[src/rtl/ipv4_rx.sv]
// rtl/ipv4_rx.sv - IPv4 receive header parser on a nibble stream
// Validates the header and checksum, captures addresses and forwards the TCP segment nibbles.
module ipv4_rx #(
  parameter logic [31:0] LOCAL_IP = 32'hC0A8_0164
) (
  input  logic        clk,
  input  logic        rst,
  input  logic        valid,
  input  logic [3:0]  din,
  output logic        dout_valid,
  output logic [3:0]  dout,
  output logic        hdr_done,
  output logic [31:0] src_ip,
  output logic [31:0] dst_ip,
  output logic [15:0] payload_len,
  output logic        done,
  output logic [2:0]  err
);

  typedef enum logic [2:0] {S_SYNC, S_IDLE, S_HEADER, S_PAYLOAD, S_DROP} state_e;

  state_e      state_q, state_d;
  logic [15:0] cnt_q, cnt_d;
  logic [3:0]  lo_q, lo_d;
  logic [7:0]  hi_byte_q, hi_byte_d;
  logic [3:0]  ihl_q, ihl_d;
  logic [15:0] tot_len_q, tot_len_d;
  logic [7:0]  proto_q, proto_d;
  logic [31:0] src_q, src_d;
  logic [31:0] dst_q, dst_d;
  logic [15:0] csum_q, csum_d;
  logic [2:0]  err_lat_q, err_lat_d;
  logic        dout_valid_q, dout_valid_d;
  logic [3:0]  dout_q, dout_d;
  logic        hdr_done_q, hdr_done_d;
  logic [31:0] src_ip_q, src_ip_d;
  logic [31:0] dst_ip_q, dst_ip_d;
  logic [15:0] payload_len_q, payload_len_d;
  logic        done_q, done_d;
  logic [2:0]  err_q, err_d;

  logic [7:0]  byte_w;
  logic [15:0] word_w;
  logic [16:0] sum17;
  logic [15:0] csum_add;
  logic [13:0] word_idx;
  logic [14:0] byte_idx;
  logic [3:0]  ihl_m1;
  logic        last_hdr;
  logic [31:0] dst_cur;
  logic [15:0] hdr_bytes;
  logic        below_limit;

  // Ones'-complement add with the end-around carry folded back immediately.
  assign byte_w      = {din, lo_q};
  assign word_w      = {hi_byte_q, byte_w};
  assign sum17       = {1'b0, csum_q} + {1'b0, word_w};
  assign csum_add    = sum17[15:0] + {15'd0, sum17[16]};
  assign word_idx    = cnt_q[15:2];
  assign byte_idx    = cnt_q[15:1];
  assign ihl_m1      = ihl_q - 4'd1;
  assign last_hdr    = (cnt_q == {9'd0, ihl_m1, 3'b111});
  // With IHL = 5 the low half of dst arrives on the very last header nibble.
  assign dst_cur     = (word_idx == 14'd9) ? {dst_q[31:16], word_w} : dst_q;
  assign hdr_bytes   = {10'd0, ihl_q, 2'b00};
  assign below_limit = ({1'b0, cnt_q} < {tot_len_q, 1'b0});

  always_comb begin
    state_d       = state_q;
    cnt_d         = cnt_q;
    lo_d          = lo_q;
    hi_byte_d     = hi_byte_q;
    ihl_d         = ihl_q;
    tot_len_d     = tot_len_q;
    proto_d       = proto_q;
    src_d         = src_q;
    dst_d         = dst_q;
    csum_d        = csum_q;
    err_lat_d     = err_lat_q;
    src_ip_d      = src_ip_q;
    dst_ip_d      = dst_ip_q;
    payload_len_d = payload_len_q;
    dout_valid_d  = 1'b0;
    dout_d        = 4'h0;
    hdr_done_d    = 1'b0;
    done_d        = 1'b0;
    err_d         = 3'd0;

    case (state_q)
      S_SYNC: begin
        if (!valid) state_d = S_IDLE;
      end
      S_IDLE: begin
        if (valid) begin
          state_d   = S_HEADER;
          cnt_d     = 16'd1;
          lo_d      = din;
          csum_d    = 16'h0000;
          err_lat_d = 3'd0;
        end
      end
      S_HEADER: begin
        if (!valid) begin
          done_d  = 1'b1;
          err_d   = 3'd5;
          state_d = S_IDLE;
        end else begin
          cnt_d = cnt_q + 16'd1;
          if (!cnt_q[0]) begin
            lo_d = din;
          end else begin
            if (byte_idx == 15'd9) proto_d = byte_w;
            if (!byte_idx[0]) begin
              hi_byte_d = byte_w;
            end else begin
              csum_d = csum_add;
              case (word_idx)
                14'd1:   tot_len_d       = word_w;
                14'd6:   src_d[31:16]    = word_w;
                14'd7:   src_d[15:0]     = word_w;
                14'd8:   dst_d[31:16]    = word_w;
                14'd9:   dst_d[15:0]     = word_w;
                default: ;
              endcase
              if (last_hdr) begin
                state_d = S_DROP;
                if (tot_len_q < hdr_bytes)   err_lat_d = 3'd1;
                else if (csum_add != 16'hFFFF) err_lat_d = 3'd2;
                else if (proto_q != 8'd6)    err_lat_d = 3'd3;
                else if (dst_cur != LOCAL_IP) err_lat_d = 3'd4;
                else begin
                  state_d       = S_PAYLOAD;
                  hdr_done_d    = 1'b1;
                  src_ip_d      = src_q;
                  dst_ip_d      = dst_cur;
                  payload_len_d = tot_len_q - hdr_bytes;
                end
              end
            end
            if (byte_idx == 15'd0) begin
              ihl_d = lo_q;
              if (din != 4'd4 || lo_q < 4'd5) begin
                err_lat_d = 3'd1;
                state_d   = S_DROP;
              end
            end
          end
        end
      end
      S_PAYLOAD: begin
        if (!valid) begin
          done_d  = 1'b1;
          err_d   = below_limit ? 3'd5 : 3'd0;
          state_d = S_IDLE;
        end else begin
          if (cnt_q != 16'hFFFF) cnt_d = cnt_q + 16'd1;
          if (below_limit) begin
            dout_valid_d = 1'b1;
            dout_d       = din;
          end
        end
      end
      S_DROP: begin
        if (!valid) begin
          done_d  = 1'b1;
          err_d   = err_lat_q;
          state_d = S_IDLE;
        end
      end
      default: state_d = S_SYNC;
    endcase
  end

  always_ff @(posedge clk or posedge rst) begin
    if (rst) begin
      state_q       <= S_SYNC;
      cnt_q         <= 16'd0;
      lo_q          <= 4'h0;
      hi_byte_q     <= 8'h00;
      ihl_q         <= 4'h0;
      tot_len_q     <= 16'd0;
      proto_q       <= 8'h00;
      src_q         <= 32'd0;
      dst_q         <= 32'd0;
      csum_q        <= 16'd0;
      err_lat_q     <= 3'd0;
      dout_valid_q  <= 1'b0;
      dout_q        <= 4'h0;
      hdr_done_q    <= 1'b0;
      src_ip_q      <= 32'd0;
      dst_ip_q      <= 32'd0;
      payload_len_q <= 16'd0;
      done_q        <= 1'b0;
      err_q         <= 3'd0;
    end else begin
      state_q       <= state_d;
      cnt_q         <= cnt_d;
      lo_q          <= lo_d;
      hi_byte_q     <= hi_byte_d;
      ihl_q         <= ihl_d;
      tot_len_q     <= tot_len_d;
      proto_q       <= proto_d;
      src_q         <= src_d;
      dst_q         <= dst_d;
      csum_q        <= csum_d;
      err_lat_q     <= err_lat_d;
      dout_valid_q  <= dout_valid_d;
      dout_q        <= dout_d;
      hdr_done_q    <= hdr_done_d;
      src_ip_q      <= src_ip_d;
      dst_ip_q      <= dst_ip_d;
      payload_len_q <= payload_len_d;
      done_q        <= done_d;
      err_q         <= err_d;
    end
  end

  assign dout_valid  = dout_valid_q;
  assign dout        = dout_q;
  assign hdr_done    = hdr_done_q;
  assign src_ip      = src_ip_q;
  assign dst_ip      = dst_ip_q;
  assign payload_len = payload_len_q;
  assign done        = done_q;
  assign err         = err_q;

endmodule

[config.mk]
export PLATFORM = sky130hd
export DESIGN_NAME = ipv4_rx
export DESIGN_NICKNAME = d
export VERILOG_FILES = /design/src/rtl/ipv4_rx.sv
export SDC_FILE = /design/constraint.sdc
export NUM_CORES = 1
export LEC_CHECK = 0
export CORE_UTILIZATION = 63
export CTS_CLUSTER_SIZE = 25
export DETAILED_ROUTE_END_ITERATION = 12
export PLACE_DENSITY = 0.92
export REMOVE_ABC_BUFFERS = 1
export SKIP_CTS_REPAIR_TIMING = 1
export SLEW_MARGIN = 40
export SYNTH_ARGS = -nofsm -noshare
export SYNTH_HDL_FRONTEND = slang
export SYNTH_SLANG_ARGS = --single-unit
[constraint.sdc]
create_clock -name clk -period 16.4 [get_ports clk]
set_input_delay 4.1 -clock clk [delete_from_list [all_inputs] [get_ports clk]]
set_output_delay 4.1 -clock clk [all_outputs]
set_load 0.005 [all_outputs]
# After elaboration in Yosys (flattened, before gate mapping)
# Index checks and enable logic that the tools add are counted.
word_totals:
  reg_bits: 232
  in_bits: 7
  out_inout_bits: 90
  word_cells: 141
classes:
  addsub: 5
  n_lt_le_gt_ge: 3
  n_eq_ne: 25
  muxes: 61
  bitwise_logic: 5
  n_reduce_logical: 21
op_table:
  columns: ["operator", "n"]
  rows:
  - ["two-way mux 16 bit", 9]
  - ["two-way mux 3 bit", 26]
  - ["case mux 16 bit (3 select lines)", 1]
  - ["AND reduction 5 bit", 7]
  - ["inequality test 16 bit, second input constant", 2]
  - ["inequality test 32 bit, second input constant", 1]
  - ["case mux 16 bit (2 select lines)", 1]
  - ["== test 14 x 3 -> 1 bit, second input constant", 2]
  - ["== test 14 x 4 -> 1 bit, second input constant", 2]
  - ["two-way mux 4 bit", 6]
  - ["case mux 3 bit (3 select lines)", 2]
  - ["adder 16 x 16 -> 17 bit", 1]
  - ["< comparator 16 x 17 -> 1 bit", 1]
  - ["adder 16 x 1 -> 16 bit", 1]
  - ["adder 16 x 1 -> 16 bit, second input constant", 1]
  - ["== test 16 x 7 -> 1 bit", 1]
  - ["< comparator 16 x 6 -> 1 bit", 1]
  - ["inequality test 2 bit, second input constant", 8]
  - ["AND reduction 4 bit", 4]
  - ["subtractor 16 x 6 -> 16 bit", 1]
  - ["== test 15 x 4 -> 1 bit, second input constant", 1]
  - ["zero test 15 bit", 1]
  - ["== test 14 x 1 -> 1 bit, second input constant", 1]
  - ["two-way mux 1 bit", 14]
  - ["other kinds (18)", 25]

# Longest topological paths before layout
logic_depth:
  depth_word: 14
  ltp_mapped: 22
  mapped_depth_nobuf: 21

# Worst setup path after synthesis
# OpenSTA, ideal clock, no wires.
synth_timing:
  kind: "input -> register"
  startpoint: "input port din[0]"
  endpoint: "register payload_len_q[10] (netlist: payload_len[10])"
  setup_ps: 127
  arrival_time_ps: 8215
  t_required_ps: 16273
  slack_ps: 8058
  stages: 18
  path_buffers: 2
  path_cell_list: "ha_1 -> clkbuf_2 -> nand2_1 -> a211oi_2 -> o211ai_1 -> a21oi_1 -> a21o_1 -> a21o_1 -> ha_1 -> ha_1 -> nand2_1 -> or3_1 -> a211o_1 -> a2111oi_2 -> o2111ai_2 -> nor4_4 -> buf_6 -> mux2_1"
synth_between:
  elab_chain_cells: 5
  word_cells_on_any_way: 8
  classes_between: "2 x add/sub; 2 x eq/ne; 1 x mux; 2 x bitwise; 1 x reduce/logical"
synth_lines:
  columns: ["element", "line", "text"]
  rows:
  - ["start, declared", "9", "input logic [3:0] din,"]
  - ["adder 16 x 16 -> 17 bit", "57", "assign sum17 = {1'b0, csum_q} + {1'b0, word_w};"]
  - ["adder 16 x 1 -> 16 bit", "58", "assign csum_add = sum17[15:0] + {15'd0, sum17[16]};"]
  - ["inequality test 16 bit", "128", "else if (csum_add != 16'hFFFF) err_lat_d = 3'd2;"]
  - ["NOT 1 bit (no source line)", null, null]
  - ["AND reduction 9 bit (no source line) *", null, null]
  - ["end signal, assigned", "212", "payload_len_q <= payload_len_d;"]
  - ["end, declared", "38", "logic [15:0] payload_len_q, payload_len_d;"]
# Mark *: on every way between the ends. The rest lies on a longest branch, timed or not.
# A chain may end at the register's enable or synchronous reset.

# Worst setup path after layout
layout_timing:
  startpoint: "input port din[1]"
  endpoint: "register src_ip_q[30] (netlist: src_ip[30])"
layout_between:
  elab_chain_cells: 5
  word_cells_on_any_way: 8
  classes_between: "2 x add/sub; 2 x eq/ne; 1 x mux; 2 x bitwise; 1 x reduce/logical"
layout_lines:
  columns: ["element", "line", "text"]
  rows:
  - ["adder 16 x 16 -> 17 bit", "57", null]
  - ["adder 16 x 1 -> 16 bit", "58", null]
  - ["inequality test 16 bit", "128", null]
  - ["NOT 1 bit (no source line)", null, null]
  - ["AND reduction 9 bit (no source line) *", null, null]
  - ["end signal, assigned", "210", "src_ip_q <= src_ip_d;"]
  - ["end, declared", "36", "logic [31:0] src_ip_q, src_ip_d;"]
# Marked as above.

==> results_dict.tcl <==
set metrics [dict create \
    grt_pass1_vias 8624 \
    start_kind "input pin" \
    r2r_end "src_ip[30]" \
    reg2reg_slack_ns 10.32 \
    first_pass_iters 6 \
    cts_root_buffer "clkbuf_16" \
    cts_buffers 23 \
    endpoint_kind "register" \
    antenna_found_initial 0 \
    max_freq_mhz 106 \
    drc 0 \
    clkTransAtPathRegs_ns 0.06 \
    rsz0062_at_grt "no" \
    port_buffers 96 \
    cp_num_buf_inv 2 \
    start_util_pct 65.0 \
    clock_latency_ns 0.54 \
    route.vias.total 8603 \
    relSlewSlack_pct 49.2 \
    syn_inst 1015 \
    hold_viol 0 \
    setup_tns_ns 0 \
    required_ns 16.80 \
    syn_to_final_growth_pct 16.9 \
    num-fill-cells 1008 \
    rr_worst_depth 19 \
    critPathTopFamily "compound AO/OA/AOI/OAI gates" \
    cts.sinks 232 \
    p_seq_share_pct 45.5 \
    synth_edf_count 0 \
    syn_area_sq_mm 0.0113 \
    grt_use_total_pct 32.7 \
    rows 48 \
    layout-drive-gt1-share_pct 14.0 \
    period_share_pct 57.3 \
    wirelength_um 29400 \
    clk_path_buf_depth 3 \
    reg2reg_from "lo_q[0]" \
    setup_violations 0 \
    crit_type "in -> reg" \
    finish.utilization_pct 76.0 \
    ios 97 \
    dieArea_sq_mm 0.0184 \
    nNetsFinal 1147 \
    seq_area_sq_mm 0.00581 \
    cpMostUsedCell "ha_1" \
    routed_via_density 6.41 \
    worst_slew_pin_slew_ns 0.761 \
    max_stage_delay_ns 0.70 \
    yosys_warnings 0 \
    drt_iter0_drc 820 \
    final_max_slew_viol_count 0 \
    period_needed_ns 9.40 \
    finalPower_mw 1.53 \
    cpMaxStageDelayCell "clkdlybuf4s50_1" \
    synth-main-ff-cell "dfrtp_1" \
    wire_per_inst_um 21.9 \
    min_from "dst_ip[23]" \
    ys_seq_area_share_pct 51.5 \
    status "finished clean" \
    hp-class "reg -> reg" \
    p_sw_share_pct 33.3 \
    diodes 0 \
    avgSynthCellArea_sq_um 11.1 \
    power_frac_comb_pct 20.0 \
    whs_endpoint "dst_ip[23]" \
    crit_chain "clkdlybuf4s50_1 -> ha_1 -> nand2_1 -> a211oi_2 -> o211ai_1 -> a21oi_1 -> a21o_1 -> a21o_1 -> ha_1 -> ha_1 -> nand2_1 -> or3_1 -> a211o_1 -> a2111oi_2 -> o2111ai_2 -> nor4_4 -> buf_6 -> mux2_1" \
    die-height_um 136 \
    core-area_sq_mm 0.0174 \
    path_max_fanout 81 \
    clockPowerShare_pct 34.5 \
    worstHoldPathCells 1 \
    ys_types 66 \
    ant_nets 0 \
    dp_hpwl_um 18000 \
    p_leak_nw 6.39 \
    yosys_register_bits 232 \
    cts_tree "yes" \
    peakVddDrop_mv 0.0858 \
    grt_max_degree 151 \
    multi_input_area_sq_mm 0.00515 \
    internal-power_mw 1.02 \
    grt-ovfl-total 0 \
    power_density_mw_per_mm2 116 \
    grt_pass1_wl_um 46200 \
    p_sw_mw 0.508 \
    ctsHtreeMaxLevel 1 \
    gp_congestion 0.918 \
    arrival_ns 9.80 \
    cap_violations 0 \
    finClkSkew_ns 0.0219 \
    die_x_um 136 \
    async_flop_share_pct 100 \
]
==> synthesized netlist by cell type (all sizes together) (3+ instances only) <==
| library cell | instances | share of area, % |
|---|---|---|
| and2 | 8 | 0.44 |
| or2 | 12 | 0.67 |
| inv | 34 | 1.1 |
| nor2 | 47 | 1.6 |
| a211o | 4 | 0.31 |
| xor2 | 16 | 1.3 |
| nand2 | 80 | 2.7 |
| nor4b | 3 | 0.23 |
| and3 | 11 | 0.61 |
| xnor2 | 31 | 2.4 |
| ha | 38 | 4.2 |
| nand4 | 14 | 0.78 |
| mux2 | 131 | 13 |
| buf | 8 | 0.65 |
| a21o | 12 | 0.80 |
| nor3 | 31 | 1.4 |
| or3 | 3 | 0.17 |
| nor4bb | 3 | 0.27 |
| dfrtp | 232 | 51 |
| a211oi | 5 | 0.38 |
| nand3 | 40 | 1.8 |
| o211ai | 6 | 0.40 |
| o31ai | 5 | 0.33 |
| o21a | 3 | 0.20 |
| clkbuf | 36 | 1.2 |
| nand2b | 13 | 0.72 |
| nor2b | 28 | 1.6 |
| nor3b | 3 | 0.20 |
| nor4 | 12 | 0.80 |
| a31oi | 6 | 0.33 |
| nand4b | 3 | 0.23 |
| o21ai | 70 | 3.1 |
| a21oi | 34 | 1.6 |
| mux2i | 4 | 0.36 |
==> worst max path at each step <==
stage / slack (ns) / start / cells after the start / endpoint
2_1_floorplan: 5.94 / rst / 1 / cnt_q[0]
3_3_place_gp: 6.61 / din[0] / 18 / src_ip[31]
3_5_place_dp: 6.56 / din[0] / 18 / src_ip[31]
4_1_cts: 7.13 / din[1] / 18 / src_ip[30]
5_1_grt: 6.74 / din[1] / 18 / src_ip[30]
6_report: 7.00 / din[1] / 18 / src_ip[30]
==> sequential cells by signal (all words and copies together) (netlist names), 3 cells and up <==
name / count
dst_ip: 32
dst_q: 32
src_ip: 32
src_q: 32
cnt_q: 16
csum_q: 16
payload_len: 16
tot_len_q: 16
hi_byte_q: 8
proto_q: 8
dout: 4
ihl_q: 4
lo_q: 4
err: 3
err_lat_q: 3
state_q: 3
==> cell type report <==
class	count	share of cell area (%)
multi-input combinational	705	39.1
clock inverter	10	0.731
timing repair buffer	104	7.97
sequential	232	44.0
clock buffer	32	5.00
tap	225	2.14
inverter	34	1.06
==> cells in the final DEF (no fill, tap or decap), types with 13 or more instances in the layout <==
cell type,synthesis,layout
nand2_1,80,80
inv_1,34,33
nand2b_1,13,13
nor3_1,31,30
xor2_1,15,15
nor2_1,47,47
ha_1,38,38
nor2b_1,28,28
mux2_2,87,87
nand3_1,40,40
xnor2_1,31,31
o21ai_0,67,66
nand4_1,14,14
dfrtp_1,232,232
a21oi_1,33,33
clkdlybuf4s50_1,0,96
mux2_1,44,44
clkbuf_16,0,23
==> metrics by stage <==
step                      std cells  instance area [sq um]  setup WS (ns)  hold slack [ns]
after global routing           1342                  13200           6.74            0.485
after global placement         1296                  12300           6.61            0.446
final                          1342                  13200           7.00            0.463
after floorplan                 971                  11100           5.94            0.446
after detailed placement       1297                  12400           6.56            0.453
after CTS                      1339                  13100           7.13            0.469
==> kinds of logic after synthesis <==
family | after synthesis | synth area share, %
AO/OA/AOI/OAI | 164 | 9.11
XOR/XNOR | 47 | 3.72
adder cells (fa/ha/maj) | 40 | 4.57
buffers and inverters | 78 | 3.01
flip-flops | 232 | 51.5
multiplexers | 135 | 13.4
AND/OR/NAND/NOR | 319 | 14.7
==> power groups by stage <==
stage / registers [mW] / clock network, mW / logic (mW)
after floorplan: 0.652 / 0 / 0.218
after global placement: 0.694 / 0 / 0.278
after detailed placement: 0.696 / 0 / 0.288
after CTS: 0.688 / 0.530 / 0.297
after global routing: 0.694 / 0.551 / 0.333
final: 0.695 / 0.528 / 0.306
==> layer usage <==
metal  track usage [%]  vias to the layer above  part of all wire, %  wire (um)
met5                 0                        -                    0          0
met4              17.3                        0                  4.9       1440
met3              6.14                      128                  8.0       2340
met2              53.5                      494                   48      14100
met1              41.4                     4209                   39      11500
li1                  -                     3772                    -          -
No activity file was read; power rests on OpenSTA's default activity.
